File: config.mk
export PLATFORM = sky130hd
export DESIGN_NAME = rf_write_arbiter_flat
export DESIGN_NICKNAME = d
export VERILOG_FILES = /design/src/rtl/rf_write_arbiter_if.sv /design/src/rtl/rf_write_arbiter.sv /design/src/flat_wrapper.sv
export SDC_FILE = /design/constraint.sdc
export NUM_CORES = 1
export LEC_CHECK = 0
export ABC_AREA = 1
export BUFFER_PORTS_ARGS = -buffer_cell sky130_fd_sc_hd__buf_2
export CAP_MARGIN = 20
export CORE_MARGIN = 5
export CORE_UTILIZATION = 53
export CTS_CLUSTER_SIZE = 10
export DETAILED_ROUTE_END_ITERATION = 12
export PLACE_DENSITY = 0.81
export SYNTH_ARGS = -nofsm -noshare
export SYNTH_HDL_FRONTEND = slang
export SYNTH_SLANG_ARGS = --single-unit
File: constraint.sdc
create_clock -name CLK -period 2.1 [get_ports CLK]
set_clock_uncertainty 0.05 [all_clocks]
set_input_delay 0.42 -clock CLK [delete_from_list [all_inputs] [get_ports CLK]]
set_output_delay 0.42 -clock CLK [all_outputs]
set_load 0.02 [all_outputs]
File: src/rtl/rf_write_arbiter_if.sv
// Write-port bus between the pipeline/auxiliary unit and the register-file write arbiter.
// Carries the writeback, auxiliary and decode read-select signals, plus the arbitrated write.
interface rf_write_arbiter_if;
    logic        wb_wen;
    logic [4:0]  wb_wsel;
    logic [31:0] wb_wdat;
    logic        aux_valid;
    logic        aux_ready;
    logic [4:0]  aux_wsel;
    logic [31:0] aux_wdat;
    logic        rf_WEN;
    logic [4:0]  rf_wsel;
    logic [31:0] rf_wdat;
    logic [4:0]  rsel1;
    logic [4:0]  rsel2;
    logic        pend1;
    logic        pend2;
    logic        stall_req;

    modport master (
        output wb_wen, wb_wsel, wb_wdat, aux_valid, aux_wsel, aux_wdat, rsel1, rsel2,
        input  aux_ready, rf_WEN, rf_wsel, rf_wdat, pend1, pend2, stall_req
    );

    modport slave (
        input  wb_wen, wb_wsel, wb_wdat, aux_valid, aux_wsel, aux_wdat, rsel1, rsel2,
        output aux_ready, rf_WEN, rf_wsel, rf_wdat, pend1, pend2, stall_req
    );
endinterface

File: src/rtl/rf_write_arbiter.sv
// Shares the register-file write port between writeback (always wins) and a small
// FIFO of auxiliary-unit results that drains when writeback leaves the port idle.
module rf_write_arbiter #(
    parameter int DEPTH      = 2,
    parameter int STARVE_MAX = 4
) (
    input logic              CLK,
    input logic              nRST,
    rf_write_arbiter_if.slave bus
);
    localparam int PW = $clog2(DEPTH);
    localparam int CW = $clog2(DEPTH + 1);
    localparam int SW = $clog2(STARVE_MAX + 1);
    localparam logic [CW-1:0] DEPTH_C     = CW'(DEPTH);
    localparam logic [SW-1:0] STARVE_C    = SW'(STARVE_MAX);
    localparam logic [SW-1:0] STARVE_LAST = SW'(STARVE_MAX - 1);

    logic [4:0]       r_wsel [DEPTH];
    logic [31:0]      r_wdat [DEPTH];
    logic [DEPTH-1:0] r_valid;
    logic [PW-1:0]    r_head;
    logic [PW-1:0]    r_tail;
    logic [CW-1:0]    r_count;
    logic [SW-1:0]    r_starve;
    logic             r_stall;
    logic             r_aux_ready;

    logic             w_push;
    logic             w_pop;
    logic             w_blocked;
    logic [CW-1:0]    w_next_count;
    logic             w_rf_wen;
    logic [4:0]       w_rf_wsel;
    logic [31:0]      w_rf_wdat;
    logic             w_pend1;
    logic             w_pend2;

    // Handshake, pop and occupancy bookkeeping; a zero destination completes the handshake only.
    always_comb begin
        w_push    = bus.aux_valid & r_aux_ready & (bus.aux_wsel != 5'd0);
        w_pop     = ~bus.wb_wen & (r_count != CW'(0));
        w_blocked = bus.wb_wen & (r_count != CW'(0));
        if (w_push && !w_pop) begin
            w_next_count = r_count + CW'(1);
        end else if (w_pop && !w_push) begin
            w_next_count = r_count - CW'(1);
        end else begin
            w_next_count = r_count;
        end
    end

    // FIFO storage, pointers and the registered ready flag.
    always_ff @(posedge CLK or negedge nRST) begin
        if (!nRST) begin
            for (int i = 0; i < DEPTH; i++) begin
                r_wsel[i] <= 5'd0;
                r_wdat[i] <= 32'd0;
            end
            r_valid     <= '0;
            r_head      <= PW'(0);
            r_tail      <= PW'(0);
            r_count     <= CW'(0);
            r_aux_ready <= 1'b1;
        end else begin
            if (w_pop) begin
                r_valid[r_head] <= 1'b0;
                r_head          <= r_head + PW'(1);
            end
            if (w_push) begin
                r_wsel[r_tail]  <= bus.aux_wsel;
                r_wdat[r_tail]  <= bus.aux_wdat;
                r_valid[r_tail] <= 1'b1;
                r_tail          <= r_tail + PW'(1);
            end
            r_count     <= w_next_count;
            r_aux_ready <= (w_next_count < DEPTH_C);
        end
    end

    // Starvation counter and stall request.
    always_ff @(posedge CLK or negedge nRST) begin
        if (!nRST) begin
            r_starve <= SW'(0);
            r_stall  <= 1'b0;
        end else begin
            if (w_pop || (r_count == CW'(0))) begin
                r_starve <= SW'(0);
            end else if (w_blocked && (r_starve != STARVE_C)) begin
                r_starve <= r_starve + SW'(1);
            end else begin
                r_starve <= r_starve;
            end
            if (w_pop) begin
                r_stall <= 1'b0;
            end else if (w_blocked && (r_starve == STARVE_LAST)) begin
                r_stall <= 1'b1;
            end else begin
                r_stall <= r_stall;
            end
        end
    end

    // Write-port mux and pending-read detection on the registered FIFO contents.
    always_comb begin
        w_rf_wen  = 1'b0;
        w_rf_wsel = 5'd0;
        w_rf_wdat = 32'd0;
        w_pend1   = 1'b0;
        w_pend2   = 1'b0;
        if (bus.wb_wen) begin
            w_rf_wen  = 1'b1;
            w_rf_wsel = bus.wb_wsel;
            w_rf_wdat = bus.wb_wdat;
        end else if (r_count != CW'(0)) begin
            w_rf_wen  = 1'b1;
            w_rf_wsel = r_wsel[r_head];
            w_rf_wdat = r_wdat[r_head];
        end else begin
            w_rf_wen  = 1'b0;
        end
        for (int i = 0; i < DEPTH; i++) begin
            if (r_valid[i] && (r_wsel[i] == bus.rsel1) && (bus.rsel1 != 5'd0)) begin
                w_pend1 = 1'b1;
            end else begin
                w_pend1 = w_pend1;
            end
            if (r_valid[i] && (r_wsel[i] == bus.rsel2) && (bus.rsel2 != 5'd0)) begin
                w_pend2 = 1'b1;
            end else begin
                w_pend2 = w_pend2;
            end
        end
    end

    assign bus.rf_WEN    = w_rf_wen;
    assign bus.rf_wsel   = w_rf_wsel;
    assign bus.rf_wdat   = w_rf_wdat;
    assign bus.pend1     = w_pend1;
    assign bus.pend2     = w_pend2;
    assign bus.aux_ready = r_aux_ready;
    assign bus.stall_req = r_stall;
endmodule

File: src/flat_wrapper.sv
// flat-port wrapper written by rule: the top's interface ports become plain ports
module rf_write_arbiter_flat 
#(
    parameter int DEPTH      = 2,
    parameter int STARVE_MAX = 4
)
  (CLK, nRST, bus_wb_wen, bus_wb_wsel, bus_wb_wdat, bus_aux_valid, bus_aux_wsel, bus_aux_wdat, bus_rsel1, bus_rsel2, bus_aux_ready, bus_rf_WEN, bus_rf_wsel, bus_rf_wdat, bus_pend1, bus_pend2, bus_stall_req);
  rf_write_arbiter_if bus_i ();
  input logic CLK;
  input logic nRST;
  input wire logic [$bits(bus_i.wb_wen)-1:0] bus_wb_wen;
  input wire logic [$bits(bus_i.wb_wsel)-1:0] bus_wb_wsel;
  input wire logic [$bits(bus_i.wb_wdat)-1:0] bus_wb_wdat;
  input wire logic [$bits(bus_i.aux_valid)-1:0] bus_aux_valid;
  input wire logic [$bits(bus_i.aux_wsel)-1:0] bus_aux_wsel;
  input wire logic [$bits(bus_i.aux_wdat)-1:0] bus_aux_wdat;
  input wire logic [$bits(bus_i.rsel1)-1:0] bus_rsel1;
  input wire logic [$bits(bus_i.rsel2)-1:0] bus_rsel2;
  output wire logic [$bits(bus_i.aux_ready)-1:0] bus_aux_ready;
  output wire logic [$bits(bus_i.rf_WEN)-1:0] bus_rf_WEN;
  output wire logic [$bits(bus_i.rf_wsel)-1:0] bus_rf_wsel;
  output wire logic [$bits(bus_i.rf_wdat)-1:0] bus_rf_wdat;
  output wire logic [$bits(bus_i.pend1)-1:0] bus_pend1;
  output wire logic [$bits(bus_i.pend2)-1:0] bus_pend2;
  output wire logic [$bits(bus_i.stall_req)-1:0] bus_stall_req;
  assign bus_i.wb_wen = bus_wb_wen;
  assign bus_i.wb_wsel = bus_wb_wsel;
  assign bus_i.wb_wdat = bus_wb_wdat;
  assign bus_i.aux_valid = bus_aux_valid;
  assign bus_i.aux_wsel = bus_aux_wsel;
  assign bus_i.aux_wdat = bus_aux_wdat;
  assign bus_i.rsel1 = bus_rsel1;
  assign bus_i.rsel2 = bus_rsel2;
  assign bus_aux_ready = bus_i.aux_ready;
  assign bus_rf_WEN = bus_i.rf_WEN;
  assign bus_rf_wsel = bus_i.rf_wsel;
  assign bus_rf_wdat = bus_i.rf_wdat;
  assign bus_pend1 = bus_i.pend1;
  assign bus_pend2 = bus_i.pend2;
  assign bus_stall_req = bus_i.stall_req;
  rf_write_arbiter #(.DEPTH(DEPTH), .STARVE_MAX(STARVE_MAX)) u_core (.CLK(CLK), .nRST(nRST), .bus(bus_i));
endmodule
==> impl_metrics.yaml <==
synthesis:
  postSynthAreaPerCell_sq_um: 7.42
  synth_top_flop_cell: "dfrtp_1"
  synth_nets: 737
  synth-async-reset-ratio_pct: 100
  synth_top_area_cell: "dfrtp_1"
  syn_inst: 643
  synth_seq_cells: 85
  synth.area.top_cells: "dfrtp_1, nand2_1, nand3_1, nand4_1, buf_2"
  synth_edf_count: 0
  synth-seq-area-share_pct: 44.6
  synth_top_area_share_pct: 44.0
  synth_cell_types: 28
  synth_area_sq_mm: 0.00477
  ys_warn_count: 0
timing:
  period_minus_slack_ns: 2.26
  finalHoldViolCount: 0
  rsz0062_at_grt: "yes"
  hold_slack_ns: 0.268
  min_period_over_period_pct: 108
  timing.final.ws_setup_ns: -0.161
  finalSetupViolCount: 37
  max_slew_margin_pct: 69.9
  worst_pin_slew_ns: 0.451
  drv_slew: 0
  timing.fmax_mhz: 442
  final.setup.tns_ns: -4.64
outcome:
  violations: "negative setup slack"
  status: "complete, but fails checks"
global_routing:
  grt_max_degree: 46
  grt_usage_pct: 27.1
  antenna_found_initial: 0
  grt_pass1_vias: 5021
  grt_pass1_wl_mm: 24.6
  grt_overflow: 0
worst_setup_path:
  critPathCapture: "bus_rf_wdat[13]"
  cpPeakStageDelay_ns: 0.38
  critPathKind: "flip-flop to output port"
  r2r_start: "u_core.r_count[0]$_DFFE_PN0P_"
  cp_num_cells: 8
  cp_top_family: "buffers and inverters"
  required_ns: 1.63
  cp-start-kind: "flip-flop"
  crit_path_cell_trace: "inv_2 > ha_4 > nor2_4 > buf_8 > buf_12 > nand3_1 > nand3_2 > buf_6"
  startpoint: "u_core.r_count[0]$_DFFE_PN0P_"
  arrival_ns: 1.79
  slowest_stage: "dfrtp_1"
  cp_num_buf_inv: 4
  cp-end-kind: "output port"
  rr_worst_depth: 9
  critPathMaxFanout: 13
  rrSetupSlack_ns: 0.21
die:
  die_area_sq_mm: 0.0110
  die_h_microns: 105
  coreArea_sq_mm: 0.00876
  initial_core_util_pct: 54.5
  row_count: 34
  io_pins: 130
  die_w_microns: 105
placement:
  io_buffer_count: 129
  hpwl_mm: 10.1
  placed_cells: 853
  place.gp.congestion: 0.920
  place_ws_ns: 0.109
clock_tree:
  clockBufferDepth: 2
  root_buffer: "clkbuf_8"
  clkLatencyLatePin_ns: 0.36
  cts_tree: "built"
  clkTransAtPathRegs_ns: 0.10
  htreeDepth: 3
  cts.sinks: 85
  cts-buffers-inserted: 9
routing:
  ant_nets: 0
  route.detailed.drc: 0
  vias_per_cell: 5.90
  dr.pass1.iters: 5
  wl_per_cell_microns: 17.5
  vias: 5176
  totalWireLength_mm: 15.4
  drt_iter0_drc: 368
power_and_ir_drop:
  powerDensity_mw_per_mm2: 1260
  power.leakage_nw: 3.38
  peakVddDrop_mv: 0.706
  power_mw: 7.90
finish:
  diodes: 0
  mostFrequentLayoutCells: "nand2_1, buf_2, dfrtp_1, nand4_1, nand3_1"
  area_growth_pct: 31.3
  fin_nets: 859
  drive_gt1_share_pct: 29.6
  stdcell_count: 878
  layout_commonest_cell: "nand2_1"
worst_hold_path:
  worstHoldPathType: "input pin to flip-flop"
job:
  max_cap_violations: 0
[state kept, by name (all words and copies together), names as in the netlist, named ones only]
register	flops
u_core.r_tail	1
u_core.r_valid	2
u_core.r_wdat	64
u_core.bus.aux_ready	1
u_core.r_wsel	10
u_core.r_head	1
u_core.r_starve	3
u_core.bus.stall_req	1
u_core.r_count	1
[layout make-up]
class / count / area, sq um
Inverter: 31 / 118
Clock buffer: 10 / 128
Tap cell: 108 / 135
Timing Repair Buffer: 161 / 1240
Sequential cell: 85 / 2130
Multi-Input combinational cell: 477 / 2480
Fill cell: 700 / 2490
Clock inverter: 6 / 47.5
[worst min-delay path: stages]
cell,delay (ns)
buf_2,0.09
nand4_1,0.08
nand2_1,0.07
[repair_timing]
action	4_1_cts	5_1_grt
gates resized for setup	82	37
pin swaps	2	11
buffers inserted	2	2
endpoints found under the hold margin	29	0
gates cloned	2	2
setup endpoints to repair	37	39
hold buffers	1	0
[routing by layer]
layer	part of all wire, %	global-route usage, %	vias to the layer above	wire [microns]
met5	0	0	-	0
met4	2.1	8.04	0	322
met3	7.1	5.80	28	1100
met2	49	43.8	268	7500
met1	42	36.9	2469	6450
li1	-	-	2411	-
[through the flow]
| step | area, sq um | util (%) |
|---|---|---|
| CTS | 6040 | 69.0 |
| floorplan | 4770 | - |
| finish | 6270 | 71.5 |
| global route | 6270 | 71.5 |
| global placement | 5510 | 62.9 |
| detailed placement | 5510 | 62.9 |
[cells by family (layout without fill, tap and decap cells)]
logic type      count (synthesis)  in the layout  synth area share, %
compound gates                 21             21                 2.78
xor+xnor                        2              2                0.367
fa+ha+maj                       6              6                 1.57
buf+inv                        81            208                 8.13
flops                          85             85                 44.6
simple gates                  448            448                 42.6
[synth_stat cells, types with 2 or more instances]
library cell / instances
a21oi_1: 4
buf_1: 5
buf_2: 28
buf_6: 6
clkbuf_1: 10
dfrtp_1: 84
ha_1: 6
inv_1: 30
nand2_1: 244
nand3_1: 103
nand3_2: 2
nand4_1: 78
nor2_1: 17
o211ai_1: 2
o21ai_0: 8
o221ai_1: 3
xor2_1: 2
[how the worst min path moves through the flow]
stage                                         end            start  cells after the start
finish               u_core.r_wdat[6]$_DFFE_PN0P_  bus_aux_wdat[6]                      3
floorplan              asynchronous set/reset pin             nRST                      0
global route        u_core.r_wdat[38]$_DFFE_PN0P_  bus_aux_wdat[6]                      3
CTS                 u_core.r_wdat[38]$_DFFE_PN0P_  bus_aux_wdat[6]                      3
detailed placement  u_core.r_wdat[55]$_DFFE_PN0P_             nRST                      1
global placement    u_core.r_wdat[55]$_DFFE_PN0P_             nRST                      1
[power by group]
part | switching (mW) | internal, mW
combinational | 2.41 | 1.52
sequential | 0.527 | 2.38
clock | 0.630 | 0.438
total | 3.57 | 4.33
Note: power is estimated with default switching activity, not from simulation.
